==> src/rtl/video_pkg.sv <==
// Shared definitions for the video pixel shifter slice.
//   seq_state_t : fetch sequencer states (IDLE -> SAMPLE -> XFER)
//   SLOT_OFFSET : x[3:0] value of a fetch slot inside each 16-column word
//   PAL_*       : palette entries, packed as {R,G,B}
package video_pkg;

    typedef enum logic [1:0] {
        ST_IDLE   = 2'd0,
        ST_SAMPLE = 2'd1,
        ST_XFER   = 2'd2
    } seq_state_t;

    // Fetch lands three columns before the word boundary: slot at 13,
    // SAMPLE at 14, XFER at 15, first pixel of the new word at 0.
    localparam logic [3:0] SLOT_OFFSET = 4'd13;

    localparam logic [2:0] PAL_BLACK = 3'b000;
    localparam logic [2:0] PAL_BLUE  = 3'b001;
    localparam logic [2:0] PAL_GREEN = 3'b010;
    localparam logic [2:0] PAL_RED   = 3'b100;
    localparam logic [2:0] PAL_WHITE = 3'b111;

endpackage

==> src/rtl/video_pixel_shifter_if.sv <==
// SRAM video-read bus between the pixel shifter and the SRAM arbiter.
//   load       : read request, high for the single cycle of a fetch slot
//   fetch_word : word column addressed while load is high
//   ram_data   : shared SRAM data bus
//   ram_rdy    : ram_data holds the requested video word
// master = pixel shifter, slave = arbiter.
interface video_pixel_shifter_if;

    logic        load;
    logic [4:0]  fetch_word;
    logic [15:0] ram_data;
    logic        ram_rdy;

    modport master (output load, output fetch_word, input ram_data, input ram_rdy);
    modport slave  (input load, input fetch_word, output ram_data, output ram_rdy);

endinterface

==> src/rtl/pixel_palette.sv <==
// Palette decode, purely combinational.
//   code : two LSBs of the shift register
//   mode : 1 = colour 2 bpp, 0 = mono 1 bpp (only code[0] matters)
//   rgb  : {R,G,B}
module pixel_palette
    import video_pkg::*;
(
    input  logic [1:0] code,
    input  logic       mode,
    output logic [2:0] rgb
);

    always_comb begin
        rgb = PAL_BLACK;
        if (mode) begin
            case (code)
                2'b00:   rgb = PAL_BLACK;
                2'b01:   rgb = PAL_BLUE;
                2'b10:   rgb = PAL_GREEN;
                default: rgb = PAL_RED;
            endcase
        end else if (code[0]) begin
            rgb = PAL_WHITE;
        end
    end

endmodule

==> src/rtl/video_pixel_shifter.sv <==
// Video pixel shifter: fetches one 16-bit word per 16 columns from the
// shared SRAM and serialises it to R/G/B, mono (1 bpp) or colour (2 bpp).
//   clk25, reset_n : pixel clock, synchronous active-low reset
//   x, valid       : column and visible-window flag from the sync generator
//   color          : mode select, taken only on a word boundary
//   clr_underrun   : clears the sticky underrun flag
//   ram            : SRAM read bus (load/fetch_word out, ram_data/ram_rdy in)
//   R, G, B        : registered pixel, one cycle after its column on x
//   underrun       : sticky, set when the arbiter missed a fetch
module video_pixel_shifter
    import video_pkg::*;
#(
    parameter int H_TOTAL   = 800,
    parameter int H_VISIBLE = 512
) (
    input  logic                        clk25,
    input  logic                        reset_n,
    input  logic [9:0]                  x,
    input  logic                        valid,
    input  logic                        color,
    input  logic                        clr_underrun,
    video_pixel_shifter_if.master       ram,
    output logic                        R,
    output logic                        G,
    output logic                        B,
    output logic                        underrun
);

    // Last in-line slot fetches the final visible word; the end-of-line
    // slot prefetches word 0 of the next line.
    localparam logic [9:0] LAST_SLOT_X = 10'(H_VISIBLE - 19);
    localparam logic [9:0] EOL_SLOT_X  = 10'(H_TOTAL - 3);

    seq_state_t  state;
    logic [15:0] hold_q;
    logic [15:0] shift_q;
    logic        mode_q;
    logic        phase_q;      // colour: second cycle of the current pair
    logic [4:0]  fetch_word_q;

    logic        eol_slot;
    logic        slot;
    logic        load_c;
    logic [4:0]  fetch_word_c;
    logic [2:0]  rgb;

    assign eol_slot = (x == EOL_SLOT_X);
    assign slot     = eol_slot || ((x[3:0] == SLOT_OFFSET) && (x <= LAST_SLOT_X));

    // The request must coincide with the slot column itself, so load is
    // decoded from x; slots are only honoured while the sequencer is idle.
    assign load_c       = reset_n && (state == ST_IDLE) && slot;
    assign fetch_word_c = eol_slot ? 5'd0 : x[8:4] + 5'd1;

    assign ram.load       = load_c;
    assign ram.fetch_word = load_c ? fetch_word_c : fetch_word_q;

    pixel_palette u_palette (
        .code (shift_q[1:0]),
        .mode (mode_q),
        .rgb  (rgb)
    );

    always_ff @(posedge clk25) begin
        if (!reset_n) begin
            state        <= ST_IDLE;
            hold_q       <= '0;
            shift_q      <= '0;
            mode_q       <= 1'b0;
            phase_q      <= 1'b0;
            fetch_word_q <= '0;
            R            <= 1'b0;
            G            <= 1'b0;
            B            <= 1'b0;
            underrun     <= 1'b0;
        end else begin
            case (state)
                ST_IDLE: begin
                    if (load_c) begin
                        state        <= ST_SAMPLE;
                        fetch_word_q <= fetch_word_c;
                    end
                end
                ST_SAMPLE: begin
                    // A missed fetch renders the word black.
                    hold_q <= ram.ram_rdy ? ram.ram_data : 16'h0000;
                    state  <= ST_XFER;
                end
                default: begin
                    state <= ST_IDLE;
                end
            endcase

            // Word boundary: new word and new mode take effect together.
            if (state == ST_XFER) begin
                shift_q <= hold_q;
                mode_q  <= color;
                phase_q <= 1'b0;
            end else if (mode_q) begin
                phase_q <= ~phase_q;
                if (phase_q) shift_q <= shift_q >> 2;
            end else begin
                shift_q <= shift_q >> 1;
            end

            {R, G, B} <= valid ? rgb : PAL_BLACK;

            // Set has priority over clear.
            if ((state == ST_SAMPLE) && !ram.ram_rdy) underrun <= 1'b1;
            else if (clr_underrun)                    underrun <= 1'b0;
        end
    end

endmodule

==> src/flat_wrapper.sv <==
// flat-port wrapper written by rule: the top's interface ports become plain ports
module video_pixel_shifter_flat import video_pkg::*;
#(
    parameter int H_TOTAL   = 800,
    parameter int H_VISIBLE = 512
)
  (clk25, reset_n, x, valid, color, clr_underrun, R, G, B, underrun, ram_load, ram_fetch_word, ram_ram_data, ram_ram_rdy);
  video_pixel_shifter_if ram_i ();
  input  logic clk25;
  input  logic reset_n;
  input  logic [9:0] x;
  input  logic valid;
  input  logic color;
  input  logic clr_underrun;
  output logic R;
  output logic G;
  output logic B;
  output logic underrun;
  output wire logic [$bits(ram_i.load)-1:0] ram_load;
  output wire logic [$bits(ram_i.fetch_word)-1:0] ram_fetch_word;
  input wire logic [$bits(ram_i.ram_data)-1:0] ram_ram_data;
  input wire logic [$bits(ram_i.ram_rdy)-1:0] ram_ram_rdy;
  assign ram_load = ram_i.load;
  assign ram_fetch_word = ram_i.fetch_word;
  assign ram_i.ram_data = ram_ram_data;
  assign ram_i.ram_rdy = ram_ram_rdy;
  video_pixel_shifter #(.H_TOTAL(H_TOTAL), .H_VISIBLE(H_VISIBLE)) u_core (.clk25(clk25), .reset_n(reset_n), .x(x), .valid(valid), .color(color), .clr_underrun(clr_underrun), .ram(ram_i), .R(R), .G(G), .B(B), .underrun(underrun));
endmodule
==> config.mk <==
export PLATFORM = sky130hd
export DESIGN_NAME = video_pixel_shifter_flat
export DESIGN_NICKNAME = d
export VERILOG_FILES = /design/src/rtl/video_pkg.sv /design/src/rtl/video_pixel_shifter_if.sv /design/src/rtl/pixel_palette.sv /design/src/rtl/video_pixel_shifter.sv /design/src/flat_wrapper.sv
export SDC_FILE = /design/constraint.sdc
export NUM_CORES = 1
export LEC_CHECK = 0
export CAP_MARGIN = 30
export CORE_MARGIN = 4
export CORE_UTILIZATION = 50
export CTS_BUF_LIST = sky130_fd_sc_hd__clkbuf_2 sky130_fd_sc_hd__clkbuf_4 sky130_fd_sc_hd__clkbuf_8
export DETAILED_ROUTE_END_ITERATION = 10
export GPL_ROUTABILITY_DRIVEN = 0
export PLACE_DENSITY_LB_ADDON = 0.15
export SLEW_MARGIN = 25
export SYNTH_ARGS = -nofsm -noshare
export SYNTH_HDL_FRONTEND = slang
export SYNTH_HIERARCHICAL = 1
export SYNTH_SLANG_ARGS = --single-unit
==> constraint.sdc <==
create_clock -name clk25 -period 4.8 [get_ports clk25]
set_clock_uncertainty 0.1 [all_clocks]
set_input_delay 0.72 -clock clk25 [delete_from_list [all_inputs] [get_ports clk25]]
set_output_delay 0.72 -clock clk25 [all_outputs]
set_load 0.05 [all_outputs]
## Word-level counts from Yosys, hierarchy flattened

Index checks and enable logic that the tools add are counted.

- Register bits after elaboration: 45
- Bits in latches: 0
- Memory bits (writable): 0
- Memory bits (read-only): 0
- Input bits: 32
- Word-level logic and storage cells: 46
- Memories: 0

- Add/subtract/negate cells: 1
- $mul: 0
- Div/mod/pow operators: 0
- Order comparisons: 1
- Equality and inequality tests: 8
- Shift-type cells: 0
- Mux-type cells: 13
- Bitwise gates (word level): 2
- Reductions and logical operators: 11

Operator list:

| cell | count |
|---|---|
| 16-bit 2-to-1 mux | 4 |
| 10-bit equality test, second input constant | 1 |
| 10-bit by 9-bit <= comparator with 1-bit output, second input constant | 1 |
| 5-bit 2-to-1 mux | 2 |
| 3-bit case mux with 3 select lines | 1 |
| 3-bit 2-to-1 mux | 2 |
| 5-bit by 1-bit adder with 5-bit output, second input constant | 1 |
| 2-bit by 1-bit equality test with 1-bit output, second input constant | 2 |
| 2-bit equality test, second input constant | 2 |
| 4-bit equality test, second input constant | 1 |
| 1-bit logical AND | 4 |
| 2-bit zero test | 2 |
| 2-bit case mux with 2 select lines | 1 |
| 3-bit inequality test, second input constant | 1 |
| 1-bit 2-to-1 mux | 2 |
| 2-bit 2-to-1 mux | 1 |
| 2-bit by 1-bit inequality test with 1-bit output, second input constant | 1 |
| 1-bit inverter | 2 |
| 2-bit AND reduction | 1 |
| 2-bit nonzero test | 1 |
| 2-bit OR reduction | 1 |
| 1-bit zero test | 1 |
| 1-bit logical OR | 1 |

## Depth between registers and ports, before layout

Gate-level depths: netlist (run 1).

- Depth after elaboration: 6
- Mapped depth: 7

## Cells and area by module

The synthesis (run 1) kept the hierarchy.

Modules (own cells, without submodules):

| module | times used | cells each | area each (um^2) | seq. area each (um^2) |
|---|---|---|---|---|
| video_pixel_shifter | 1 | 203 | 1933.1 | 900.9 |
| pixel_palette | 1 | 5 | 31.3 | 0.0 |

## Least setup slack after synthesis (run 1)

No wires, ideal clock.

- Kind: input-to-output
- Start: input x[4]
- End: output ram_fetch_word[4]
- Data arrival time: 2.441 ns
- Data required time: 3.980 ns
- Slack: 1.539 ns
- Stages on the path: 7
- Path through: inv_1 -> ha_1 -> nand3b_1 -> o211a_1 -> nand2_1 -> inv_2 -> a21oi_1

- Cells in the longest elaborated chain, start to end: 5
- Elaborated cells on any way between the ends: 8

Ends and longest elaborated chain:

| what | RTL line | text |
|---|---|---|
| from (decl) | flat_wrapper.sv:11 | `input logic [9:0] x;` |
| 10-bit by 9-bit <= comparator with 1-bit output | video_pixel_shifter.sv:48 | `assign slot = eol_slot \|\| ((x[3:0] == SLOT_OFFSET) && (x <= LAST_SLOT_X));` |
| 1-bit logical AND | video_pixel_shifter.sv:48 |  |
| 1-bit logical OR * | video_pixel_shifter.sv:48 |  |
| 1-bit logical AND * | video_pixel_shifter.sv:52 | `assign load_c = reset_n && (state == ST_IDLE) && slot;` |
| via ram_load | flat_wrapper.sv:19 | `output wire logic [$bits(ram_i.load)-1:0] ram_load;` |
| 5-bit 2-to-1 mux * | video_pixel_shifter.sv:56 | `assign ram.fetch_word = load_c ? fetch_word_c : fetch_word_q;` |
| to (decl) | flat_wrapper.sv:20 | `output wire logic [$bits(ram_i.fetch_word)-1:0] ram_fetch_word;` |

Mark *: on every way through the listed nets, which the timed path passes. The rest lies on a longest branch.

## Worst setup path after layout (run 1)

- Start: input x[4]
- End: output ram_fetch_word[1]

- Cells in the longest elaborated chain, start to end: 5
- Elaborated cells on any way between the ends: 8

Ends and longest elaborated chain:

| what | RTL line |
|---|---|
| 10-bit by 9-bit <= comparator with 1-bit output | video_pixel_shifter.sv:48 |
| 1-bit logical AND | video_pixel_shifter.sv:48 |
| 1-bit logical OR | video_pixel_shifter.sv:48 |
| 1-bit logical AND | video_pixel_shifter.sv:52 |
| 5-bit 2-to-1 mux * | video_pixel_shifter.sv:56 |

Mark *: on every way between the ends. The rest lies on a longest branch, timed or not.

==> results.cfg, run 1 <==
[route]
detail_route.first_pass.iterations = 4
remaining_drc_errors = 0
wirelength_um = 4330
viasPerCell = 5.73
ant_nets = 0
drt_iter0_markers = 124
avgRoutedWirePerCell_um = 14.7
num_vias = 1690

[clock_network]
hold_buffers = 0
htreeDepth = 2
clk_pin_slew_ps = 80
post-cts-setup-buffer-count = 0
root_buffer = clkbuf_8
cts_buffers = 5
cts_max_path_buffers = 2
insertion_delay_ps = 280
cts_repair_resize_count = 0
numClockSinks = 45
cts_tree = yes

[placed_design]
hpwl_um = 3060
numPortBuffers = 41
dpl.cell_count = 286

[grt]
antenna_found_initial = 0
grt_overflow_total = 0
first_global_vias = 1654
grt_pass1_wl_um = 7310
grt_usage_pct = 17.7
grt_max_degree = 23

[setup_path]
critPathLaunchType = input pin
reg2reg_setup_slack_ps = 3010
path_class = in2out
cp_data_arrival_time_ps = 3330
r2r_start = u_core/mode_q
crit_path_max_fanout = 5
ff2ff_path_depth = 5
required_ps = 3980
critPathCaptureType = primary output
crit_start = x[4]
r2r_end = u_core/shift_q[3]
crit_end = ram_fetch_word[1]

[synth]
synth.cell_area_um2 = 1960
syn_inst = 208
synth_top_area_share_pct = 45.9
synth_top_area_cell = dfxtp_1
synth_edf_count = 0
yosysMostFrequentCell = dfxtp_1
yosysUniqueCellTypes = 44
ys.flop_type = dfxtp_1
syn_area_per_cell_um2 = 9.44
yosysWarnings = 6
syn_nets = 243
ys_ff_latch = 45
seq_area_frac_synth_pct = 45.9
synthArstFlopShare_pct = 0
yosys-top-cells-count = dfxtp_1, nand2_1, a21oi_1, a22o_1
synth.area.top_cells = dfxtp_1, a22o_1, a221o_1, a21oi_1, nand2_1

[floorplan]
num_rows = 22
dieArea_um2 = 5000
coreArea_um2 = 3720
io_pins = 42
die_x_um = 70.7
initial_core_util_pct = 52.9
die_h_um = 70.7

[sta]
worst_pin_slew_ps = 709
relSlewSlack_pct = 52.7
rsz0062_at_grt = no
final_hold_viol_count = 0
hold_ws_ps = 368
finalSetupTns_ps = 0
final.min_clock_period_ps = 4150
report.final.slew_viol_count = 0
setup_viol = 0
max_freq_mhz = 241
finalCritPeriodShare_pct = 86.4

[layout]
fin_nets = 281
drive_above_1_share_pct = 8.91
fillers = 326
insertedDiodeCount = 0
fin_cells = 295
syn_to_final_growth_pct = 28.3

[worst_hold_path]
holdCritPathClass = reg2reg

[power_and_ir_drop]
pwr-share-comb_pct = 8.2
power.density_nw_per_um2 = 289
clockPowerShare_pct = 40.2
seqPwrFrac_pct = 51.6
p_int_uw = 584
power.switching_uw = 146
irDropWorstVdd_mv = 0.165
p_leak_nw = 0.960
power.switching_fraction_pct = 20.0

[status]
status = completed

[flow_run]
maxCapViolCount = 0
## worst min-delay path by stage
stage | from | endpoint | cells after the start
2_1_floorplan | u_core/hold_q[0] | u_core/hold_q[0] | 1
3_3_place_gp | u_core/underrun | u_core/underrun | 2
3_5_place_dp | u_core/hold_q[7] | u_core/hold_q[7] | 1
4_1_cts | u_core/underrun | u_core/underrun | 2
5_1_grt | u_core/hold_q[7] | u_core/hold_q[7] | 1
6_report | u_core/underrun | u_core/underrun | 2
## per-stage QoR
step / setup slack, ps / area [um2] / utilization, % / power, mW
floorplan: 1540 / 1960 / - / 0.409
global placement: 747 / 2390 / 64.4 / 0.444
detailed placement: 683 / 2390 / 64.4 / 0.445
CTS: 665 / 2510 / 67.6 / 0.733
global route: 570 / 2520 / 67.8 / 0.754
finish: 653 / 2520 / 67.8 / 0.729
## placed cells by master (no fill, tap or decap), drive strengths merged, types with 3 or more instances in the layout
| master | synthesis | layout |
|---|---|---|
| buf | 6 | 3 |
| nand3 | 4 | 4 |
| inv | 9 | 9 |
| and3 | 4 | 4 |
| xnor2 | 4 | 4 |
| clkbuf | 7 | 7 |
| a21oi | 20 | 20 |
| nand2b | 3 | 3 |
| ha | 3 | 3 |
| a22o | 16 | 16 |
| o21ai | 14 | 14 |
| nand2 | 22 | 22 |
| nor2 | 4 | 4 |
| dfxtp | 45 | 45 |
| clkdlybuf4s50 | 0 | 41 |
| a221o | 12 | 12 |
| and2 | 3 | 3 |
| nor3 | 3 | 3 |
## metal layers
layer	part of all wire, %	vias to the layer above	track usage [%]
li1	-	845	-
met1	46	806	22.5
met2	48	34	29.5
met3	4.8	5	5.40
met4	0.79	0	4.38
met5	0	-	0
## flip-flops by register name, summed over array words and instances, names as in the netlist
name                 cells
u_core/B                 1
u_core/G                 1
u_core/R                 1
u_core/fetch_word_q      5
u_core/hold_q           16
u_core/mode_q            1
u_core/phase_q           1
u_core/shift_q          16
u_core/state             2
u_core/underrun          1
## critical path, stage by stage
cell and delay (ps):
clkdlybuf4s50_1 560, ha_1 210, nand2_1 90, o31a_1 320
or4_4 540, nand2_1 80, clkdlybuf4s50_1 800
## cells by family after synthesis
group	count (synthesis)	share of synthesized area (%)
fa+ha+maj	3	1.91
compound gates	78	29.4
flops	45	45.9
simple gates	54	15.4
xor+xnor	4	1.78
mux	2	1.02
buf+inv	22	4.59
## power groups by stage
stage          registers, mW  clock network [mW]  logic (mW)
2_1_floorplan          0.385                   0      0.0241
3_3_place_gp           0.385                   0      0.0586
6_report               0.376               0.293      0.0595
5_1_grt                0.377               0.314      0.0641
4_1_cts                0.376               0.297      0.0597
3_5_place_dp           0.385                   0      0.0594
## final cells by class
cell class | count | area [um2] | share of cell area (%)
Clock buffer | 7 | 90.1 | 3.57
Clock inverter | 1 | 30.0 | 1.19
Inverter | 9 | 33.8 | 1.34
Multi-Input combinational cell | 141 | 973 | 38.6
Sequential cell | 45 | 901 | 35.7
Tap cell | 48 | 60.1 | 2.38
Timing Repair Buffer | 44 | 433 | 17.2
No activity file was read; power rests on OpenSTA's default activity.
==> inputs of run 2 (changes only) <==
==> constraint.sdc (replaced) <==
create_clock -name clk25 -period 4 [get_ports clk25]
set_clock_uncertainty 0.1 [all_clocks]
set_input_delay 0.6 -clock clk25 [delete_from_list [all_inputs] [get_ports clk25]]
set_output_delay 0.6 -clock clk25 [all_outputs]
set_load 0.05 [all_outputs]
==> run 2 against run 1 <==
Global-route usage is 1.1 points lower. Worst setup slack worse by 350 ps. Via count is 2.2% lower. Critical endpoint is now ram_load. Sequential cell count stayed put. Register-to-register slack worse by 1100 ps. Critical path depth stayed put. Combinational power is 20% higher. Sequential share of layout area is 0.21 points higher. Utilization is 0.40 points lower. Worst hold slack better by 1.0 ps. Final cell count stayed put.
==> results.cfg, run 2 (synthesis gave the netlist of run 1 again) <==
[sta]
report.final.slew_viol_count = 0
final_hold_viol_count = 0
setup_viol = 0
rsz0062_at_grt = no
relSlewSlack_pct = 38.9
worst_pin_slew_ps = 912
hold_ws_ps = 369
final.min_clock_period_ps = 3700
max_freq_mhz = 270
finalCritPeriodShare_pct = 92.5
finalSetupTns_ps = 0

[route]
wirelength_um = 4110
num_vias = 1653
detail_route.first_pass.iterations = 4
avgRoutedWirePerCell_um = 13.9
ant_nets = 0
remaining_drc_errors = 0
viasPerCell = 5.60
drt_iter0_markers = 157

[power_and_ir_drop]
power.density_nw_per_um2 = 346
p_int_uw = 685
power.switching_uw = 182
clockPowerShare_pct = 39.7
p_leak_nw = 0.964
irDropWorstVdd_mv = 0.250
pwr-share-comb_pct = 8.2
power.switching_fraction_pct = 21.0
seqPwrFrac_pct = 52.1

[layout]
reg.largest.list = u_core/hold_q: 16 flops, u_core/shift_q: 16 flops, u_core/fetch_word_q: 5 flops
drive_above_1_share_pct = 10.5
layout_commonest_cell = dfxtp_1
fillers = 302
insertedDiodeCount = 0
fin_nets = 281
syn_to_final_growth_pct = 27.6
mostFrequentLayoutCells = dfxtp_1, clkdlybuf4s50_1, nand2_1

[grt]
grt_pass1_wl_um = 6850
first_global_vias = 1509
grt_overflow_total = 0
grt_usage_pct = 16.6
grt_max_degree = 23
antenna_found_initial = 0

[setup_path]
critPathLaunchType = input pin
required_ps = 3300
crit_path_max_fanout = 5
critPathCaptureType = primary output
path_class = in2out
reg2reg_setup_slack_ps = 1940
cp_data_arrival_time_ps = 3000

[floorplan]
die_x_um = 70.7
die_h_um = 70.7
num_rows = 22
initial_core_util_pct = 52.9
io_pins = 42
dieArea_um2 = 5000
coreArea_um2 = 3720

[placed_design]
hpwl_um = 2900
numPortBuffers = 41

[clock_network]
cts_buffers = 5
post-cts-setup-buffer-count = 0
clk_pin_slew_ps = 90
root_buffer = clkbuf_8
insertion_delay_ps = 290
cts_max_path_buffers = 2
hold_buffers = 0
numClockSinks = 45
cts_repair_resize_count = 0
cts_tree = yes
htreeDepth = 2

[status]
status = completed

[worst_hold_path]
holdCritPathClass = reg2reg

[flow_run]
maxCapViolCount = 0
run 2: worst paths after layout:
kind,startpoint,depth (start not counted),to
worst min register to register,u_core/underrun,2,u_core/underrun
worst max register to register,u_core/mode_q,4,u_core/shift_q[11]
worst min-delay path,u_core/underrun,2,u_core/underrun
worst max-delay path,x[4],7,ram_load
run 2: power groups by stage:
stage / clock network (mW) / logic [mW] / registers, mW
after floorplan: 0 / 0.0289 / 0.462
after global routing: 0.367 / 0.0771 / 0.452
final: 0.344 / 0.0712 / 0.452
after global placement: 0 / 0.0707 / 0.462
after CTS: 0.350 / 0.0719 / 0.452
after detailed placement: 0 / 0.0716 / 0.462
run 2: metal layers:
layer / up-vias / part of all wire [%] / GRT usage [%]
met5: - / 0 / 0
li1: 849 / - / -
met4: 0 / 1.0 / 5.64
met2: 31 / 46 / 26.8
met1: 767 / 48 / 21.7
met3: 6 / 4.1 / 4.12
run 2: through the flow:
stage / power, mW / std cells / setup slack (ps) / area [um2] / util (%)
after floorplan: 0.491 / 208 / 979 / 1960 / -
after global placement: 0.533 / 287 / 365 / 2390 / 64.3
after detailed placement: 0.534 / 287 / 318 / 2390 / 64.3
after CTS: 0.873 / 295 / 314 / 2510 / 67.4
after global routing: 0.896 / 295 / 95.3 / 2510 / 67.4
final: 0.867 / 295 / 298 / 2510 / 67.4
run 2: critical path, cell delays in order:
cell	delay [ps]
clkdlybuf4s50_1	550
ha_1	190
nand2_1	70
o31ai_1	460
nand2_1	220
inv_2	110
clkdlybuf4s50_1	800
run 2: cell type report:
cell class / count / area [um2] / share of cell area [%]
repair buffers: 44 / 423 / 16.9
clock inverters: 2 / 38.8 / 1.55
multi-input cells: 141 / 973 / 38.8
inverters: 9 / 33.8 / 1.35
clock buffers: 6 / 76.3 / 3.05
flip-flops and latches: 45 / 901 / 35.9
well taps: 48 / 60.1 / 2.40
==> inputs of run 3 (changes only) <==
--- a/config.mk
+++ b/config.mk
@@ -6,14 +6,12 @@
 export NUM_CORES = 1
 export LEC_CHECK = 0
 export CAP_MARGIN = 30
-export CORE_MARGIN = 4
 export CORE_UTILIZATION = 50
 export CTS_BUF_LIST = sky130_fd_sc_hd__clkbuf_2 sky130_fd_sc_hd__clkbuf_4 sky130_fd_sc_hd__clkbuf_8
 export DETAILED_ROUTE_END_ITERATION = 10
 export GPL_ROUTABILITY_DRIVEN = 0
-export PLACE_DENSITY_LB_ADDON = 0.15
+export PLACE_DENSITY = 0.78
 export SLEW_MARGIN = 25
 export SYNTH_ARGS = -nofsm -noshare
 export SYNTH_HDL_FRONTEND = slang
-export SYNTH_HIERARCHICAL = 1
 export SYNTH_SLANG_ARGS = --single-unit
==> run 3 against run 2 <==
Non-clock buffer count rose by 2. Synthesized cell count rose by 3.4%. Total power fell by 0.32%. Critical path depth did not move. Sequential cell count did not move. Final area rose by 2.2%. Worst setup slack improved by 37 ps. Fmax rose by 1.0%. Die area fell by 14%. Clock power barely moved. Routed wire length rose by 0.27%. Sequential power barely moved. Critical path type unchanged. Critical endpoint is now ram_fetch_word[2].
==> results.cfg, run 3 <==
[status]
status = completed

[layout]
drive_above_1_share_pct = 9.88
fillers = 288
mostFrequentLayoutCells = dfxtp_1, clkdlybuf4s50_1, nor2_1, a21oi_1
reg.largest.list = u_core.hold_q: 16 flops, u_core.shift_q: 16 flops, u_core.fetch_word_q: 5 flops
syn_to_final_growth_pct = 27.0
fin_nets = 287
insertedDiodeCount = 0
layout_commonest_cell = dfxtp_1
fin_area_um2 = 2560

[clock_network]
cts_max_path_buffers = 2
insertion_delay_ps = 300
htreeDepth = 2
clk_pin_slew_ps = 70
root_buffer = clkbuf_8
numClockSinks = 45
cts_tree = yes
cts_buffers = 5
cts_repair_resize_count = 0
hold_buffers = 0
post-cts-setup-buffer-count = 0

[grt]
grt_usage_pct = 21.6
grt_pass1_wl_um = 7020
grt_overflow_total = 0
first_global_vias = 1550
grt_max_degree = 37
antenna_found_initial = 0

[synth]
yosysMostFrequentCell = dfxtp_1
synth.area.top_cells = dfxtp_1, a22o_1, a221oi_1, a21oi_1, nand2b_1
synth_edf_count = 0
yosys-top-cells-count = dfxtp_1, a21oi_1, nor2_1, a22o_1, nand3_1
yosysWarnings = 0
syn_nets = 250
yosysUniqueCellTypes = 41
synthArstFlopShare_pct = 0
ys.flop_type = dfxtp_1
synth_top_area_cell = dfxtp_1
synth.cell_area_um2 = 2020
syn_inst = 215
synth_top_area_share_pct = 44.7
syn_area_per_cell_um2 = 9.38
seq_area_frac_synth_pct = 44.7
ys_ff_latch = 45

[power_and_ir_drop]
irDropWorstVdd_mv = 0.246
power.density_nw_per_um2 = 337
p_leak_nw = 0.952

[floorplan]
initial_core_util_pct = 53.5
num_rows = 22
coreArea_um2 = 3770
die_x_um = 65.5
dieArea_um2 = 4290
io_pins = 42
die_h_um = 65.5

[sta]
setup_viol = 0
rsz0062_at_grt = no
finalSetupTns_ps = 0
relSlewSlack_pct = 54.9
final_hold_viol_count = 0
max_freq_mhz = 273
finalCritPeriodShare_pct = 91.6
final.min_clock_period_ps = 3660
report.final.slew_viol_count = 0
worst_pin_slew_ps = 676

[route]
num_vias = 1695
detail_route.first_pass.iterations = 4
ant_nets = 0
remaining_drc_errors = 0
wirelength_um = 4120
drt_iter0_markers = 118
viasPerCell = 5.63
avgRoutedWirePerCell_um = 13.7

[placed_design]
placed_cell_area_um2 = 2440
numPortBuffers = 41
hpwl_um = 2830

[worst_hold_path]
hold_depth = 1
holdCritPathClass = reg2reg

[setup_path]
max_stage_delay_ps = 820
critPathCaptureType = primary output
ff2ff_path_depth = 4
crit_path_max_fanout = 7
required_ps = 3300
path_class = in2out
cp_data_arrival_time_ps = 2960
worstPathCellList = clkdlybuf4s50_1 > ha_1 > nand3_2 > or3_4 > nand3_4 > o2bb2ai_1 > clkdlybuf4s50_1
critPathMostFrequentCell = clkdlybuf4s50_1
reg2reg_setup_slack_ps = 2290
crit_slowest_cell = clkdlybuf4s50_1
critPathLaunchType = input pin

[flow_run]
maxCapViolCount = 0
==> run 3: changes by cell type in the layout (fill, tap and decap cells not counted), moves of 11 or more <==
cell | previous run | this run
nand2_1 | 22 | 7
nor2_1 | 4 | 18
a221o_1 | 12 | 0
nand3_1 | 4 | 16
a221oi_1 | 2 | 13
nand2b_1 | 3 | 14
o21ai_0 | 12 | 1
==> run 3: power breakdown <==
group          leakage, nW  internal [mW]  switching (mW)  total [mW]
logic                0.531         0.0376          0.0290      0.0665
clock network       0.0588          0.194           0.153       0.347
registers            0.362          0.449         0.00121       0.450
==> run 3: critical path, delay by kind of cell <==
kind	cells	cell delay [ps]
buf+inv	2	1370
simple gates	3	640
fa+ha+maj	1	230
compound gates	1	130
==> run 3: logic make-up after synthesis <==
group                      Yosys count  synth area share, %
AOI/OAI and AO/OA                   65                 25.2
xor gates and xnor gates             4                 1.74
adders and majority gates            3                 1.86
buffers and inverters               26                 5.71
DFF                                 45                 44.7
muxes                                1                0.496
and+or+nand+nor                     71                 20.3
==> run 3: area by class of cell <==
type | instances | area, um2 | area share, %
Clock buffer | 6 | 76.3 | 2.98
Timing Repair Buffer | 46 | 445 | 17.4
Multi-Input combinational cell | 144 | 1000 | 39.2
Tap cell | 48 | 60.1 | 2.34
Inverter | 10 | 37.5 | 1.46
Clock inverter | 2 | 38.8 | 1.51
Sequential cell | 45 | 901 | 35.2
==> run 3: final timing paths <==
check                                             from                endpoint
worst min-delay path            u_core.fetch_word_q[1]  u_core.fetch_word_q[1]
worst min register to register  u_core.fetch_word_q[1]  u_core.fetch_word_q[1]
worst max-delay path                              x[4]       ram_fetch_word[2]
worst max register to register          u_core.phase_q       u_core.shift_q[6]
==> run 3: metal layers <==
layer,part of all wire [%],vias up,routed length (um),track usage [%]
li1,-,862,-,-
met1,47,781,1940,27.4
met2,46,40,1900,34.5
met3,4.5,12,187,5.90
met4,2.2,0,89,8.70
met5,0,-,0,0
==> run 3: metrics by stage <==
stage                     utilization (%)  hold slack, ps  cells  power (mW)  setup WS [ps]
after floorplan                         -             346    215       0.487           1130
after global placement               64.7             364    292       0.527            387
after detailed placement             64.7             367    292       0.528            330
after CTS                            67.8             384    300       0.869            331
after global routing                 67.9             405    301       0.893            249
final                                67.9             382    301       0.864            336
